==> src/rtl/wb_arb_pkg.sv <==
// rtl/wb_arb_pkg.sv - shared widths and writeback entry type for the writeback arbiter
package wb_arb_pkg;

  localparam int DATA_W_DEF = 32;
  localparam int IDX_W_DEF  = 5;

  typedef struct packed {
    logic [IDX_W_DEF-1:0]  idx;
    logic [DATA_W_DEF-1:0] data;
  } wb_entry_t;

endpackage

==> src/rtl/wb_arb_fifo.sv <==
// rtl/wb_arb_fifo.sv - long-unit result buffer; count, wrapping pointers and head outputs
module wb_arb_fifo #(
  parameter int DATA_W = 32,
  parameter int IDX_W  = 5,
  parameter int DEPTH  = 2
) (
  input  logic                         clk,
  input  logic                         reset,
  input  logic                         push,
  input  logic [IDX_W-1:0]             push_idx,
  input  logic [DATA_W-1:0]            push_data,
  input  logic                         pop,
  output logic [$clog2(DEPTH+1)-1:0]   count,
  output logic                         full,
  output logic                         head_valid,
  output logic [IDX_W-1:0]             head_idx,
  output logic [DATA_W-1:0]            head_data
);

  localparam int PTR_W = $clog2(DEPTH);
  localparam int CNT_W = $clog2(DEPTH+1);

  logic [IDX_W+DATA_W-1:0] mem [DEPTH];
  logic [PTR_W-1:0]        rd_ptr;
  logic [PTR_W-1:0]        wr_ptr;

  // Explicit wrap so non-power-of-two depths stay inside the array
  function automatic logic [PTR_W-1:0] wrap_inc(input logic [PTR_W-1:0] p);
    return (p == PTR_W'(DEPTH-1)) ? '0 : p + PTR_W'(1);
  endfunction

  always_ff @(posedge clk or negedge reset) begin
    if (!reset) begin
      rd_ptr <= '0;
      wr_ptr <= '0;
      count  <= '0;
    end else begin
      if (push) wr_ptr <= wrap_inc(wr_ptr);
      if (pop)  rd_ptr <= wrap_inc(rd_ptr);
      case ({push, pop})
        2'b10:   count <= count + CNT_W'(1);
        2'b01:   count <= count - CNT_W'(1);
        default: count <= count;
      endcase
    end
  end

  always_ff @(posedge clk) begin
    if (push) mem[wr_ptr] <= {push_idx, push_data};
  end

  assign {head_idx, head_data} = mem[rd_ptr];
  assign head_valid = (count != '0);
  assign full       = (count == CNT_W'(DEPTH));

endmodule

==> src/rtl/wb_arbiter.sv <==
// rtl/wb_arbiter.sv - shares one register-file write port between M/WB and a long-latency unit
// Head aging is built in when WB_ARB_AGING_EN is defined.
module wb_arbiter
  import wb_arb_pkg::*;
#(
  parameter int DATA_W    = DATA_W_DEF,
  parameter int IDX_W     = IDX_W_DEF,
  parameter int LU_DEPTH  = 2,
  parameter int AGE_LIMIT = 4
) (
  input  logic              clk,
  input  logic              reset,
  input  logic              pipe_valid,
  input  logic [IDX_W-1:0]  pipe_idx,
  input  logic [DATA_W-1:0] pipe_data,
  output logic              pipe_stall,
  input  logic              lu_valid,
  input  logic [IDX_W-1:0]  lu_idx,
  input  logic [DATA_W-1:0] lu_data,
  output logic              lu_ready,
  output logic              rf_we,
  output logic [IDX_W-1:0]  rf_idx,
  output logic [DATA_W-1:0] rf_data
);

  localparam int CNT_W = $clog2(LU_DEPTH+1);

  logic [CNT_W-1:0]  count;
  logic              fifo_full;
  logic              head_valid;
  logic [IDX_W-1:0]  head_idx;
  logic [DATA_W-1:0] head_data;
  logic              push;
  logic              grant_lu;
  logic              age_hit;
  logic              pipe_live;
  logic              we_next;
  wb_entry_t         wr_next;

  wb_arb_fifo #(
    .DATA_W (DATA_W),
    .IDX_W  (IDX_W),
    .DEPTH  (LU_DEPTH)
  ) u_fifo (
    .clk        (clk),
    .reset      (reset),
    .push       (push),
    .push_idx   (lu_idx),
    .push_data  (lu_data),
    .pop        (grant_lu),
    .count      (count),
    .full       (fifo_full),
    .head_valid (head_valid),
    .head_idx   (head_idx),
    .head_data  (head_data)
  );

  assign lu_ready = (count < CNT_W'(LU_DEPTH));
  assign push     = lu_valid && lu_ready;

  // Index-0 pipe writes never need the port, so they never block the buffer
  assign pipe_live  = pipe_valid && (pipe_idx != '0);
  assign grant_lu   = head_valid && (fifo_full || age_hit || !pipe_live);
  assign pipe_stall = pipe_live && grant_lu;
  assign we_next    = grant_lu ? (head_idx != '0) : pipe_live;

  assign wr_next.idx  = grant_lu ? head_idx  : pipe_idx;
  assign wr_next.data = grant_lu ? head_data : pipe_data;

  always_ff @(posedge clk or negedge reset) begin
    if (!reset) begin
      rf_we   <= 1'b0;
      rf_idx  <= '0;
      rf_data <= '0;
    end else begin
      rf_we <= we_next;
      if (we_next) begin
        rf_idx  <= wr_next.idx;
        rf_data <= wr_next.data;
      end
    end
  end

`ifdef WB_ARB_AGING_EN
  localparam int AGE_W = $clog2(AGE_LIMIT+1);
  logic [AGE_W-1:0] age;

  always_ff @(posedge clk or negedge reset) begin
    if (!reset) begin
      age <= '0;
    end else if (grant_lu) begin
      age <= '0;
    end else if (head_valid && (age < AGE_W'(AGE_LIMIT))) begin
      age <= age + AGE_W'(1);
    end
  end

  assign age_hit = (age >= AGE_W'(AGE_LIMIT));
`else
  // Never true: without aging the head waits for a full buffer or an idle pipe
  assign age_hit = (AGE_LIMIT < 0);
`endif

endmodule

==> config.mk <==
export PLATFORM = sky130hd
export DESIGN_NAME = wb_arbiter
export DESIGN_NICKNAME = d
export VERILOG_FILES = /design/src/rtl/wb_arb_pkg.sv /design/src/rtl/wb_arb_fifo.sv /design/src/rtl/wb_arbiter.sv
export SDC_FILE = /design/constraint.sdc
export NUM_CORES = 1
export LEC_CHECK = 0
export ABC_AREA = 1
export CORE_MARGIN = 1.5
export CORE_UTILIZATION = 45
export CTS_BUF_LIST = sky130_fd_sc_hd__clkbuf_2
export CTS_CLUSTER_DIAMETER = 100
export CTS_CLUSTER_SIZE = 25
export DETAILED_ROUTE_END_ITERATION = 16
export PLACE_DENSITY = 0.73
export SLEW_MARGIN = 20
export SYNTH_ARGS = -nofsm -noshare
export SYNTH_HDL_FRONTEND = slang
export SYNTH_SLANG_ARGS = --single-unit
==> constraint.sdc <==
create_clock -name clk -period 3.7 [get_ports clk]
set_input_delay 0.74 -clock clk [delete_from_list [all_inputs] [get_ports clk]]
set_output_delay 0.74 -clock clk [all_outputs]
set_load 0.03 [all_outputs]
**After elaboration in Yosys (flattened, before gate mapping)**

Memories as Yosys holds them, arrays and structs flattened.
Cells that the tools add are included.

- Flip-flop bits (word level): 42
- RAM bits: 74
- Output and inout bits: 40
- Word-level logic and storage cells: 33
- Memories kept: 1

Memory list:

| name | depth | width | read ports | clocked after memory_dff | write ports | RTL line | source |
|---|---|---|---|---|---|---|---|
| u_fifo.mem | 2 | 37 | 1 | 0 | 1 | wb_arb_fifo.sv:23 | `logic [IDX_W+DATA_W-1:0] mem [DEPTH];` |

- $add $sub $neg: 4
- Magnitude comparators: 1
- Eq/ne operators: 3
- Mux-type cells: 8
- Reductions and logical operators: 10

Operators with widths:

| cell | count |
|---|---|
| 32-bit two-way mux | 1 |
| 5-bit nonzero test | 2 |
| 1-bit two-way mux | 5 |
| 5-bit two-way mux | 1 |
| 2-bit equality test (second input constant) | 2 |
| 1-bit logical AND | 4 |
| 2-bit one-hot mux with 2 select lines | 1 |
| 2-bit nonzero test | 2 |
| 1-bit adder (second input constant) | 2 |
| 2-bit by 1-bit adder with 2-bit output (second input constant) | 1 |
| 2-bit by 1-bit equality test with 1-bit output (second input constant) | 1 |
| 2-bit less-than comparator (second input constant) | 1 |
| 2-bit by 1-bit subtractor with 2-bit output (second input constant) | 1 |
| 1-bit zero test | 1 |
| 1-bit logical OR | 1 |

**Longest topological paths before layout**

Gate-level depths: netlist of run 1.

- Depth after elaboration: 7
- Gate-level depth with buffers: 12
- Gate-level depth less buffers: 9

**Hierarchy**

Synthesis of run 1 repeated with hierarchy kept, for this count alone.

- Cell total of the unflattened synthesis: 523
- Area total of the unflattened synthesis: 5143.7 µm²

By module, submodules not included:

| module | times used | cells each | area an instance (µm²) | seq. area each (µm²) |
|---|---|---|---|---|
| wb_arb_fifo | 1 | 217 | 2959.1 | 2322.2 |
| wb_arbiter | 1 | 306 | 2184.6 | 950.9 |

**Least setup slack after synthesis of run 1**

OpenSTA, ideal clock, no wires.

- Kind: in2reg
- From: in lu_valid
- To: mem u_fifo.mem[0][0] (netlist bit), enable pin
- Library setup time: 0.431 ns
- Arrival time: 2.432 ns
- Setup slack: 0.836 ns
- Stages: 2
- Path through: nand2_1 nor2_1

- Cells in the longest elaborated chain, start to end: 3

RTL lines:

| what | RTL line | source |
|---|---|---|
| start: declaration | wb_arbiter.sv:17 | `input logic lu_valid,` |
| 1-bit logical AND | wb_arbiter.sv:59 | `assign push = lu_valid && lu_ready;` |
| 1-bit two-way mux | wb_arb_fifo.sv:49 | `if (push) mem[wr_ptr] <= {push_idx, push_data};` |
| 1-bit two-way mux (implied by the code) | wb_arb_fifo.sv:49 |  |
| end: declaration | wb_arb_fifo.sv:23 |  |

No other way between the ends.

**Worst setup path after layout of run 1**

- From: in pipe_idx[1]
- To: out pipe_stall

- Cells in the longest elaborated chain, start to end: 6

RTL lines:

| what | RTL line | source |
|---|---|---|
| start: declaration | wb_arbiter.sv:14 | `input logic [IDX_W-1:0] pipe_idx,` |
| 5-bit nonzero test (*) | wb_arbiter.sv:62 | `assign pipe_live = pipe_valid && (pipe_idx != '0);` |
| 1-bit logical AND (*) | wb_arbiter.sv:62 |  |
| 1-bit zero test | wb_arbiter.sv:63 | `assign grant_lu = head_valid && (fifo_full \|\| age_hit \|\| !pipe_live);` |
| 1-bit logical OR | wb_arbiter.sv:63 |  |
| 1-bit logical AND | wb_arbiter.sv:63 |  |
| 1-bit logical AND (*) | wb_arbiter.sv:64 | `assign pipe_stall = pipe_live && grant_lu;` |
| end: declaration | wb_arbiter.sv:16 | `output logic pipe_stall,` |

Every way passes the cells marked *; elsewhere a longest branch is shown, timed or not.

==> results of run 1 <==
## state kept, by name, indices dropped and copies added, names as in the netlist
register       flops
u_fifo.mem        74
rf_data           32
rf_idx             5
u_fifo.count       2
rf_we              1
u_fifo.rd_ptr      1
u_fifo.wr_ptr      1
## synthesized netlist by cell type
| master | count |
|---|---|
| nand2_2 | 2 |
| buf_2 | 15 |
| a21oi_1 | 1 |
| nand3_1 | 77 |
| or2_1 | 1 |
| nor2_1 | 7 |
| buf_6 | 9 |
| o21ai_0 | 1 |
| nand2_1 | 263 |
| dfrtp_1 | 42 |
| o21ai_2 | 1 |
| edfxtp_1 | 74 |
| xor2_1 | 3 |
| clkbuf_1 | 8 |
| ha_1 | 1 |
| inv_1 | 5 |
| nand3b_1 | 1 |
| xnor2_1 | 1 |
## final cells by class
| type | count | area (µm²) |
|---|---|---|
| Fill cell | 945 | 4339 |
| Inverter | 5 | 18.77 |
| Sequential cell | 116 | 3273 |
| Multi-Input combinational cell | 359 | 1506 |
| Clock buffer | 18 | 90.09 |
| Timing Repair Buffer | 126 | 1236 |
| Clock inverter | 14 | 201.4 |
| Tap cell | 140 | 175.2 |
## final timing paths
kind                                        endpoint  depth (start not counted)
setup / recovery                          pipe_stall                          6
hold / removal                rf_data[9]$_DFFE_PN0P_                          1
setup reg to reg             rf_data[31]$_DFFE_PN0P_                         10
hold reg to reg              rf_data[19]$_DFFE_PN0P_                          2
max in group asynchronous  u_fifo.rd_ptr$_DFFE_PN0P_                          1
min in group clk             rf_data[19]$_DFFE_PN0P_                          2
## critical path: cells and delay by family
| family | cells | cell delay [ns] |
|---|---|---|
| buffers and inverters | 2 | 1.19 |
| and+or+nand+nor | 4 | 0.48 |
## power by group
part | leakage, µW | internal [µW] | switching (µW) | total, µW
logic | 0.00155 | 918 | 1700 | 2620
clock network | 0.000166 | 456 | 519 | 975
registers | 0.00120 | 1790 | 162 | 1950
## routing by layer
metal	track usage, %	up-vias	share of wire (%)	wire length, µm
met5	0	-	0	0
met4	7.989	0	2.1	246
met3	5.485	19	6.0	703
met2	32.96	146	48	5594
met1	28.33	1787	44	5077
li1	-	1902	-	-
## cells by family (layout without fill, tap and decap cells)
group                      after synthesis  count (layout)  share of synthesized area (%)
buffers and inverters                   37             163                          4.514
DFF                                    116             116                          65.60
and+or+nand+nor                        351             351                          28.56
xor gates and xnor gates                 4               4                         0.7022
adders and majority gates                1               1                         0.2507
AOI/OAI and AO/OA                        3               3                         0.3760
## metrics by stage
stage | total power, µW | hold WS, ns | area (µm²)
floorplan | 3802 | 0.4444 | 4990
global placement | 4555 | 0.4897 | 6207
detailed placement | 4617 | 0.4960 | 6207
CTS | 5588 | 0.2064 | 6499
global route | 5931 | 0.001913 | 6501
finish | 5546 | 0.02121 | 6501
==> metrics.md, run 1 <==
| Metric | Value |
|---|---|
| Status | `complete, no violations` |
| Flops & latches, synth | `~120` |
| Die area | `11730 µm²` |
| First-pass GRT wire length | `roughly 18000 µm` |
| Post-synth top area cell | `edfxtp_1` |
| Critical R2R Launch | `u_fifo.rd_ptr$_DFFE_PN0P_` |
| Drt wl/cell | `14.94 µm` |
| Total gr overflow | `0` |
| Initial Utilization | `between 40% and 50%` |
| Post-route ant nets | `0` |
| Fin worst setup slack | `around 0.55 ns` |
| Mapped Cells | `between 500 and 600` |
| Slowest Stage Delay on Critical Path | `roughly 0.7 ns` |
| Hold Fails Final Rpt | `0` |
| Power per Cell Area | `853.1 nW/µm²` |
| Mapped cell area | `4990 µm²` |
| N_diodes | `0` |
| Lkg Pwr | `0.002907 µW` |
| Root buffer cell | `clkbuf_2` |
| Dpl ws | `between 0.5 and 0.6 ns` |
| Longest Clk Path Bufs | `2` |
| Yosys cell types | `18` |
| Clock Skews | `between 0.03 and 0.04 ns` |
| Max Freq | `317.9 MHz` |
| DR iter-0 viols | `roughly 210` |
| Reg-to-reg slack, setup | `between 1 and 1.5 ns` |
| Final Core Density | `59.97%` |
| Non-Filler Instances | `around 780` |
| Critical Path, Cell by Cell | `clkdlybuf4s50_1 > nor2_1 > nand3_1 > nand2_1 > nor2_1 > clkdlybuf4s50_1` |
| Top area cells in the synthesized netlist | `edfxtp_1, dfrtp_1, nand2_1, nand3_1, buf_6` |
| Drt pass-1 iters | `5` |
| Routed vias | `3854` |
| GR Util All Layers | `a little over a fifth` |
| Yosys warnings | `0` |
| Critical Path Source | `pipe_idx[1]` |
| Vias in the first global route | `3693` |
| Clock sinks | `~120` |
| Slew @ Worst Pin | `between 0.7 and 0.8 ns` |
| Critical Path AT | `roughly 2.4 ns` |
| Setup TNS | `0 ns` |
| Placed Instances | `between 700 and 800` |
| Sequential area share after synthesis | `65.60%` |
| Row Count | `38` |
| Critical-path maximum fanout | `3` |
| Detailed placement HPWL | `approximately 7600 µm` |
| Crit path required time | `2.96 ns` |
| Critical-path top delay cell | `clkdlybuf4s50_1` |
| Vias/cell | `around 5.0` |
| CTS H-Tree Depth | `4` |
| Num ports | `about 120` |
| Post-route DRC | `0` |
| Final setup viols | `0` |
| Die W | `~110 µm` |
| Fin crit share | `a little under nine tenths` |
| Post-synth top area share | `between 40 and 50%` |
| Element type at the critical path end | `output pin` |
| Area growth, synth to finish | `30.29%` |
| Type of the worst min-delay path | `input pin to asynchronous set/reset pin` |
| Placer Congestion | `slightly below 0.8` |
| Most common cell after layout, fill and taps aside | `nand2_1` |
| Layout Nets | `704` |
| Post-layout min period | `roughly 3.1 ns` |
| Worst VDD drop | `slightly above 0.0004 V` |
| Setup bufs post-CTS | `0` |
| Initial antenna violation count | `0` |
| Most frequent cells in the layout | `nand2_1, clkdlybuf4s50_1, nand3_1` |
| Max Transition Viols Final | `0` |
| Reg clk slew, reported paths | `roughly 0.20 ns` |
| Setup Crit Path Kind | `input pin to output pin` |
| Die Ht | `roughly 110 µm` |
| Clk Latency, worst-skew pair | `0.67 ns` |
| Synth Area per Inst | `between 9 and 10 µm²` |
| Number of max-cap violations | `0` |
| Num CTS Buffers | `17` |
| RSZ-0062 raised after global routing | `no` |
| CTS tree | `yes` |
| Post-CTS Resized | `0` |
| # port buffers | `roughly 120` |
| CP startpoint kind | `input pin` |
| CTS Hold Bufs | `0` |
| Core area | `10840 µm²` |
| Final wirelength | `about 12000 µm` |
| Largest net degree at the start of global routing | `43` |
| Worst slew margin | `between 40% and 50%` |
| Share of layout cells above drive strength 1 | `7.367%` |
| Post-Syn Nets | `roughly 590` |
(Power assumes the default switching activity.)
==> run 2, diff against run 1 <==
--- a/config.mk
+++ b/config.mk
@@ -6,7 +6,6 @@
 export NUM_CORES = 1
 export LEC_CHECK = 0
 export ABC_AREA = 1
-export CORE_MARGIN = 1.5
 export CORE_UTILIZATION = 45
 export CTS_BUF_LIST = sky130_fd_sc_hd__clkbuf_2
 export CTS_CLUSTER_DIAMETER = 100
==> run 2 against run 1 <==
Combinational power about the same; non-clock buffer count up 2; sequential cell count unchanged; sequential share of layout area up 0.57 points; core utilization down 0.67 points; global-route usage about the same; sequential power about the same; count of clock-buffer cells in the layout up 5; final cell count up 0.26%; worst setup slack better by 0.031 ns; clock skew up 0.0022 ns; critical path type unchanged; first-iteration DRC count down 13%.
==> metrics.md, run 2 (same netlist as run 1, synthesis figures left out) <==
| Metric | Value |
|---|---|
| Routed vias | `between 3k and 4k` |
| Biggest regs | `u_fifo.mem x74, rf_data x32, rf_idx x5` |
| # port buffers | `~120` |
| CP startpoint kind | `input pin` |
| RSZ-0062 raised after global routing | `no` |
| Dpl ws | `0.5998 ns` |
| Status | `complete, no violations` |
| Post-layout min period | `slightly above 3 ns` |
| Largest net degree at the start of global routing | `43` |
| DR iter-0 viols | `180` |
| Power per Cell Area | `approximately 830 nW/µm²` |
| Setup bufs post-CTS | `0` |
| Setup Crit Path Kind | `input pin to output pin` |
| Placer Congestion | `just over 0.8` |
| Die Ht | `about 110 µm` |
| # fillers | `~940` |
| Vias/cell | `between 4 and 5` |
| Num ports | `~120` |
| Hold Fails Final Rpt | `0` |
| Layout Nets | `706` |
| Initial Utilization | `between 40% and 50%` |
| Reg2Reg Depth | `10` |
| Post-route cell area | `around 6400 µm²` |
| Share of layout cells above drive strength 1 | `a little under 7%` |
| Worst slew margin | `between 30% and 40%` |
| N_diodes | `0` |
| Power Total | `between 5000 and 6000 µW` |
| Clock sinks | `roughly 120` |
| CTS Hold Bufs | `0` |
| Max Transition Viols Final | `0` |
| Worst VDD drop | `between 0.0004 and 0.0005 V` |
| Die area | `approximately 12000 µm²` |
| Critical Path Source | `pipe_idx[4]` |
| Row Count | `38` |
| Max Freq | `between 300 and 400 MHz` |
| First-pass GRT wire length | `18060 µm` |
| Clk Latency, worst-skew pair | `between 0.6 and 0.7 ns` |
| Critical Path Sink | `pipe_stall` |
| Max reg flops | `74` |
| Slew @ Worst Pin | `roughly 0.96 ns` |
| Num CTS Buffers | `17` |
| Number of max-cap violations | `0` |
| Type of the worst min-delay path | `input pin to asynchronous set/reset pin` |
| Post-CTS Resized | `0` |
| GR Util All Layers | `a little over a fifth` |
| Reg clk slew, reported paths | `around 0.17 ns` |
| Critical-path maximum fanout | `3` |
| Post-route DRC | `0` |
| Longest Clk Path Bufs | `2` |
| Area of the multi-input gates | `approximately 1500 µm²` |
| Fin crit share | `approximately 84%` |
| Root buffer cell | `clkbuf_2` |
| Final setup viols | `0` |
| Critical Path, Cell by Cell | `clkdlybuf4s50_1 > nor2_1 > nand3_1 > nand2_1 > nor2_1 > clkdlybuf4s50_1` |
| Final wirelength | `about 11000 µm` |
| Fin worst setup slack | `roughly 0.6 ns` |
| Critical R2R Launch | `u_fifo.rd_ptr$_DFFE_PN0P_` |
| Drt pass-1 iters | `5` |
| Area growth, synth to finish | `28.84%` |
| Reg2reg end | `rf_data[7]$_DFFE_PN0P_` |
| Reg-to-reg slack, setup | `roughly 1.2 ns` |
| Total gr overflow | `0` |
| Drt wl/cell | `14.49 µm` |
| Lkg Pwr | `0.002886 µW` |
| Most frequent cells in the layout | `nand2_1, clkdlybuf4s50_1, nand3_1` |
| CTS tree | `yes` |
| Core area | `~11000 µm²` |
| Clock Skews | `0.04208 ns` |
| Setup TNS | `0 ns` |
| Crit path required time | `just under 3 ns` |
| Slowest Stage Delay on Critical Path | `around 0.69 ns` |
| Critical Path AT | `~2.4 ns` |
| Vias in the first global route | `3749` |
| Post-DP Area | `about 6200 µm²` |
| Element type at the critical path end | `output pin` |
| Die W | `about 110 µm` |
| Critical-path top delay cell | `clkdlybuf4s50_1` |
| Detailed placement HPWL | `between 7000 and 8000 µm` |
| Post-route ant nets | `0` |
| Register area | `3273 µm²` |
| CTS H-Tree Depth | `4` |
| Initial antenna violation count | `0` |
| Largest Register | `u_fifo.mem` |
| Most common cell after layout, fill and taps aside | `nand2_1` |
-- run 2: cell types whose count changed in the layout (fill, tap and decap cells not counted), sizes merged --
cell	delta
clkbuf	+5
inv	-3
buf	+2
bufinv	-2
clkinv	+1
clkinvlp	-1
-- run 2: through the flow --
| step | utilization [%] | hold slack, ns | std cells |
|---|---|---|---|
| 5_1_grt | 59.30 | 0.2014 | 780 |
| 2_1_floorplan | - | 0.4444 | 512 |
| 6_report | 59.30 | 0.2366 | 780 |
| 3_3_place_gp | 57.40 | 0.4904 | 748 |
| 4_1_cts | 59.30 | 0.2039 | 780 |
| 3_5_place_dp | 57.40 | 0.4962 | 748 |
-- run 2: final cells by class --
type / count / share of cell area [%]
Clock buffer: 23 / 1.791
Clock inverter: 9 / 1.421
Inverter: 5 / 0.2919
Multi-Input combinational cell: 359 / 23.43
Sequential cell: 116 / 50.91
Tap cell: 140 / 2.725
Timing Repair Buffer: 128 / 19.42
-- run 2: routing by layer --
| layer | global-route usage [%] | wire length, µm | vias up |
|---|---|---|---|
| met5 | 0 | 0 | - |
| met4 | 9.002 | 224 | 0 |
| met3 | 6.053 | 652 | 16 |
| met2 | 32.86 | 5374 | 145 |
| met1 | 27.56 | 5053 | 1751 |
| li1 | - | - | 1911 |
-- run 2: how the worst min path moves through the flow --
stage                                 start                 endpoint  slack [ns]  cells past startpoint
floorplan                             reset   rf_data[0]$_DFFE_PN0P_        0.44                      0
global placement     rf_data[0]$_DFFE_PN0P_   rf_data[0]$_DFFE_PN0P_        0.49                      2
detailed placement  rf_data[23]$_DFFE_PN0P_  rf_data[23]$_DFFE_PN0P_        0.50                      2
CTS                                   reset    rf_idx[4]$_DFFE_PN0P_        0.20                      1
global route                          reset  rf_data[25]$_DFFE_PN0P_        0.20                      1
finish                                reset    rf_idx[4]$_DFFE_PN0P_        0.24                      1
-- run 2: critical path: cells and delay by family --
family | cells | cell delay [ns]
buffers and inverters | 2 | 1.18
AND/OR/NAND/NOR | 4 | 0.44
-- run 2: power breakdown --
| part | total, µW | switching, µW | internal [µW] | leakage [µW] |
|---|---|---|---|---|
| registers | 1950 | 160 | 1790 | 0.00120 |
| logic | 2620 | 1700 | 925 | 0.00156 |
| clock network | 744 | 430 | 314 | 0.000136 |
| total | 5320 | 2290 | 3030 | 0.00289 |
==> variant 1, RTL diff (flow settings as in run 1) <==
The package constant `DATA_W_DEF` goes from 32 to 64.
--- a/src/rtl/wb_arb_pkg.sv
+++ b/src/rtl/wb_arb_pkg.sv
@@ -1,7 +1,7 @@
 // rtl/wb_arb_pkg.sv - shared widths and writeback entry type for the writeback arbiter
 package wb_arb_pkg;
 
-  localparam int DATA_W_DEF = 32;
+  localparam int DATA_W_DEF = 64;
   localparam int IDX_W_DEF  = 5;
 
   typedef struct packed {
Interface: changed (resized lu_data, pipe_data and rf_data); port bits go from 118 to 214. No check against the original RTL was run, so the function may have changed too.
==> variant 1 against run 1 <==
Sequential share of layout area grew 2.0 points; non-clock buffer count grew 101; sequential cell count grew 96; final cell count grew 77%; critical path depth shrank 2; synthesized area grew 79%; via count grew 81%; setup slack lost 48 ps; total power grew 66%; cell area grew 76%; routed wire length grew 95%; critical path type is now flop to primary output; critical endpoint unchanged; largest cell class unchanged; highest routed layer is now met5.
==> variant 1: results (changes against run 1) <==
- Status: completed
- Fillers: 1663 (+76%)
- Clock skew: 141 ps (+101 ps)
- Post-DP HPWL: 13700 um (+81%)
- Wire length per cell: 16.5 um (+10%)
- Placer Congestion: 0.781 (-1.4%)
- # placed instances: 1355 (+82%)
- Vias: 6976 (+81%)
- Crit path DAT: 2450 ps (+40 ps)
- Post-synth EDFFs: 138 (+86%)
- Top post-synthesis cells by area: edfxtp_1 (46%), dfrtp_1 (21%), nand2_1 (21%), nand3_1 (7.9%), buf_2 (1.7%)
- Async SR Flop Fraction: 34.9% (-1.3 points)
- Worst Reg-to-Reg Cells: 9 (-1)
- Nets: 1248 (+77%)
- Relative slew margins: 41.9% (-5.4 points)
- Buffers added on ports: 213 (+82%)
- Min Clock Period, post-route: 3190 ps (+48.4 ps)
- Bufs on Longest Clock Path: 3 (+1)
- Clk_lat worst skew: 800 ps (+130 ps)
- Placed cell area: 11300 um2 (+82%)
- XOR/XNOR share of the synthesized area: 0.393% (-0.31 points)
- First-pass GRT wire length: 35900 um (+95%)
- Synth Area in Adders: 0.140% (-0.11 points)
- CP max FO: 6 (+3)
- DR vias/cell: 5.06 (+2.2%)
- Syn Nets: 1064 (+80%)
- R2R Setup Slk: 770 ps (-290 ps)
- Largest net degree at the start of global routing: 75 (+74%)
- Fraction of layout cells with a size suffix above 1: 3.96% (-3.4 points)
- Dpl ws: 566 ps (-27.5 ps)
- Yosys cell types: 21 (+3)
## variant 1: where the power goes
group / switching, mW / leakage [nW] / total, mW / internal [mW]
Combinational: 3.10 / 2.79 / 4.77 / 1.68
Sequential: 0.339 / 2.18 / 3.60 / 3.26
Clock: 0.685 / 0.0858 / 0.825 / 0.140
Total: 4.12 / 5.05 / 9.20 / 5.08
## variant 1: area by class of cell
type,count,area [um2],area share [%]
tap,265,332,2.90
inverter,5,18.8,0.164
timing repair buffer,227,2290,20.0
sequential,212,6000,52.4
antenna,2,5.00,0.0437
multi-input combinational,647,2690,23.5
clock buffer,19,95.1,0.831
clock inverter,1,16.3,0.142
## variant 1: layer usage
| layer | global-route usage [%] | vias up | part of all wire [%] |
|---|---|---|---|
| met3 | 5.40 | 29 | 8.4 |
| met1 | 28.6 | 3299 | 43 |
| met5 | 0 | - | 0.12 |
| li1 | - | 3381 | - |
| met2 | 38.6 | 263 | 47 |
| met4 | 5.16 | 4 | 1.5 |
==> variant 2, RTL diff (settings of run 1) <==
Without the edit above. Build with the macro `WB_ARB_AGING_EN` defined.
--- a/src/rtl/wb_arbiter.sv
+++ b/src/rtl/wb_arbiter.sv
@@ -1,5 +1,7 @@
 // rtl/wb_arbiter.sv - shares one register-file write port between M/WB and a long-latency unit
 // Head aging is built in when WB_ARB_AGING_EN is defined.
+`define WB_ARB_AGING_EN
+
 module wb_arbiter
   import wb_arb_pkg::*;
 #(
Formal check against the unedited RTL: not equivalent (a bounded check fails within 10 cycles, from zero or initial values and one cycle with reset low).
==> variant 2 against run 1 <==
Cell area increased by 1.3%; routed wire length decreased by 2.8%; setup slack improved by 210 ps; total power about the same; first-iteration DRC count increased by 12%; sequential cell count increased by 3; synthesized area increased by 2.3%; critical path type unchanged; largest cell class unchanged.
==> variant 2: results (changes against run 1) <==
- Grt met2 use: 32.2% (-0.75 points)
- Yosys cell types: 21 (+3)
- Buffers added on ports: 117 (unchanged)
- GRT Resource Usage Total: 20.0% (-1.0 points)
- Placed cell area: 6340 um2 (+2.1%)
- DR vias/cell: 4.83 (-2.4%)
- Bufs on Longest Clock Path: 2 (unchanged)
- CTS clk-pin slew, worst paths: 180 ps (-20 ps)
- Crit path DAT: 2200 ps (-210 ps)
- Max IR drop VDD: 0.472 mV (+16%)
- TritonCTS Buffers: 17 (unchanged)
- Worst Setup SP: pipe_idx[0]
- Routed WL: 11300 um (-2.8%)
- Post-DP HPWL: 7660 um (+0.68%)
- Worst-margin pin slew: 584 ps (-205 ps)
- RR Startpoint: u_fifo.rd_ptr
- Post-synth EDFFs: 74 (unchanged)
- Status: completed
- CTS root buf: clkbuf_2
- First-pass GRT wire length: 17700 um (-4.0%)
- Placer Congestion: 0.863 (+8.9%)
- Leakage: 2.95 nW (+1.6%)
- Pre-Repair DR Iteration Count: 4 (-1)
- Clock skew: 30.8 ps (-9.17 ps)
- Async SR Flop Fraction: 37.8% (+1.6 points)
- Met1 Resource Use GR: 25.5% (-2.9 points)
- Syn Nets: 606 (+2.5%)
- Min-delay worst type: primary input to async pin
- DRT iter0 DRCs: 230 (+12%)
- CP max FO: 23 (+20)
- GR Layer Usage met3: 5.45% (-0.032 points)
- Top post-synthesis cells by area: edfxtp_1 (44%), dfrtp_1 (22%), nand2_1 (19%), nand3_1 (7.5%), buf_2 (1.4%)
- Antenna violations before repair: 1 (+1)
- Nets: 720 (+2.3%)
- Seq/Total Area, Yosys: 65.6% (about the same)
- Largest net degree at the start of global routing: 46 (+7.0%)
- Setup Buffers After CTS: 0 (unchanged)
- Fraction of layout cells with a size suffix above 1: 6.89% (-0.48 points)
- Synth top cells by count: nand2_1 (265), nand3_1 (76), edfxtp_1 (74)
- Warnings, synthesis: 0 (unchanged)
- Number of global-route vias before repair: 3659 (-0.92%)
variant 2: cell types whose count changed after synthesis, moves of 2 or more:
| cell | delta |
|---|---|
| buf_4 | +3 |
| buf_6 | -3 |
| dfrtp_1 | +3 |
| inv_1 | +3 |
| buf_1 | +2 |
| inv_2 | +2 |
| nand2_1 | +2 |
| nor2_1 | +2 |
| o21ai_0 | +2 |
variant 2: kinds of logic (layout without fill, tap and decap cells):
group / after synthesis / after routing / share of synthesized area (%)
fa+ha+maj: 2 / 2 / 0.490
simple gates: 353 / 353 / 28.0
compound gates: 5 / 5 / 0.490
other cells: 0 / 1 / 0
xor+xnor: 5 / 5 / 0.858
buf+inv: 42 / 169 / 4.54
flops: 119 / 119 / 65.6
variant 2: routing by layer:
metal / up-vias / routed length, um
li1: 1950 / -
met4: 0 / 208
met2: 111 / 5580
met1: 1758 / 4820
met5: - / 0
met3: 18 / 685
variant 2: report_power, final:
group / internal [mW] / total [mW] / switching (mW)
clock network: 0.364 / 0.838 / 0.474
registers: 1.84 / 2.03 / 0.189
logic: 0.949 / 2.68 / 1.73
total: 3.15 / 5.55 / 2.40
variant 2: worst paths after layout:
| kind | slack, ps | cells after the start | end |
|---|---|---|---|
| worst max register to register | 1570 | 10 | rf_data[0] |
| worst min register to register | 520 | 1 | age[0] |
| min in group clk | 520 | 1 | age[0] |
| worst min-delay path | 60 | 1 | rf_data[11] |
| worst max-delay path | 760 | 9 | pipe_stall |
| max in group asynchronous | 3250 | 1 | rf_data[6] |
variant 2: stage by stage:
stage,power [mW],std cells,hold slack (ps),setup WS (ps)
after floorplan,3.92,526,444,838
after global placement,4.69,761,475,779
after detailed placement,4.76,761,491,774
after CTS,5.60,793,229,756
final,5.55,794,59.8,761
after global routing,5.98,794,43.7,609
variant 2: critical path, cell delays in order:
cell             delay, ps
clkdlybuf4s50_1        430
nor2_1                 130
nand3_1                100
nand3_1                110
nand2_2                260
inv_2                  160
nand2_1                 70
inv_1                   50
buf_4                  150
variant 2: cell type report:
| class | instances | area (um2) |
|---|---|---|
| clock inverter | 15 | 161 |
| fill | 970 | 4350 |
| tap | 140 | 175 |
| clock buffer | 17 | 85.1 |
| sequential | 119 | 3350 |
| inverter | 10 | 37.5 |
| multi-input combinational | 365 | 1540 |
| timing repair buffer | 127 | 1240 |
| antenna | 1 | 2.50 |
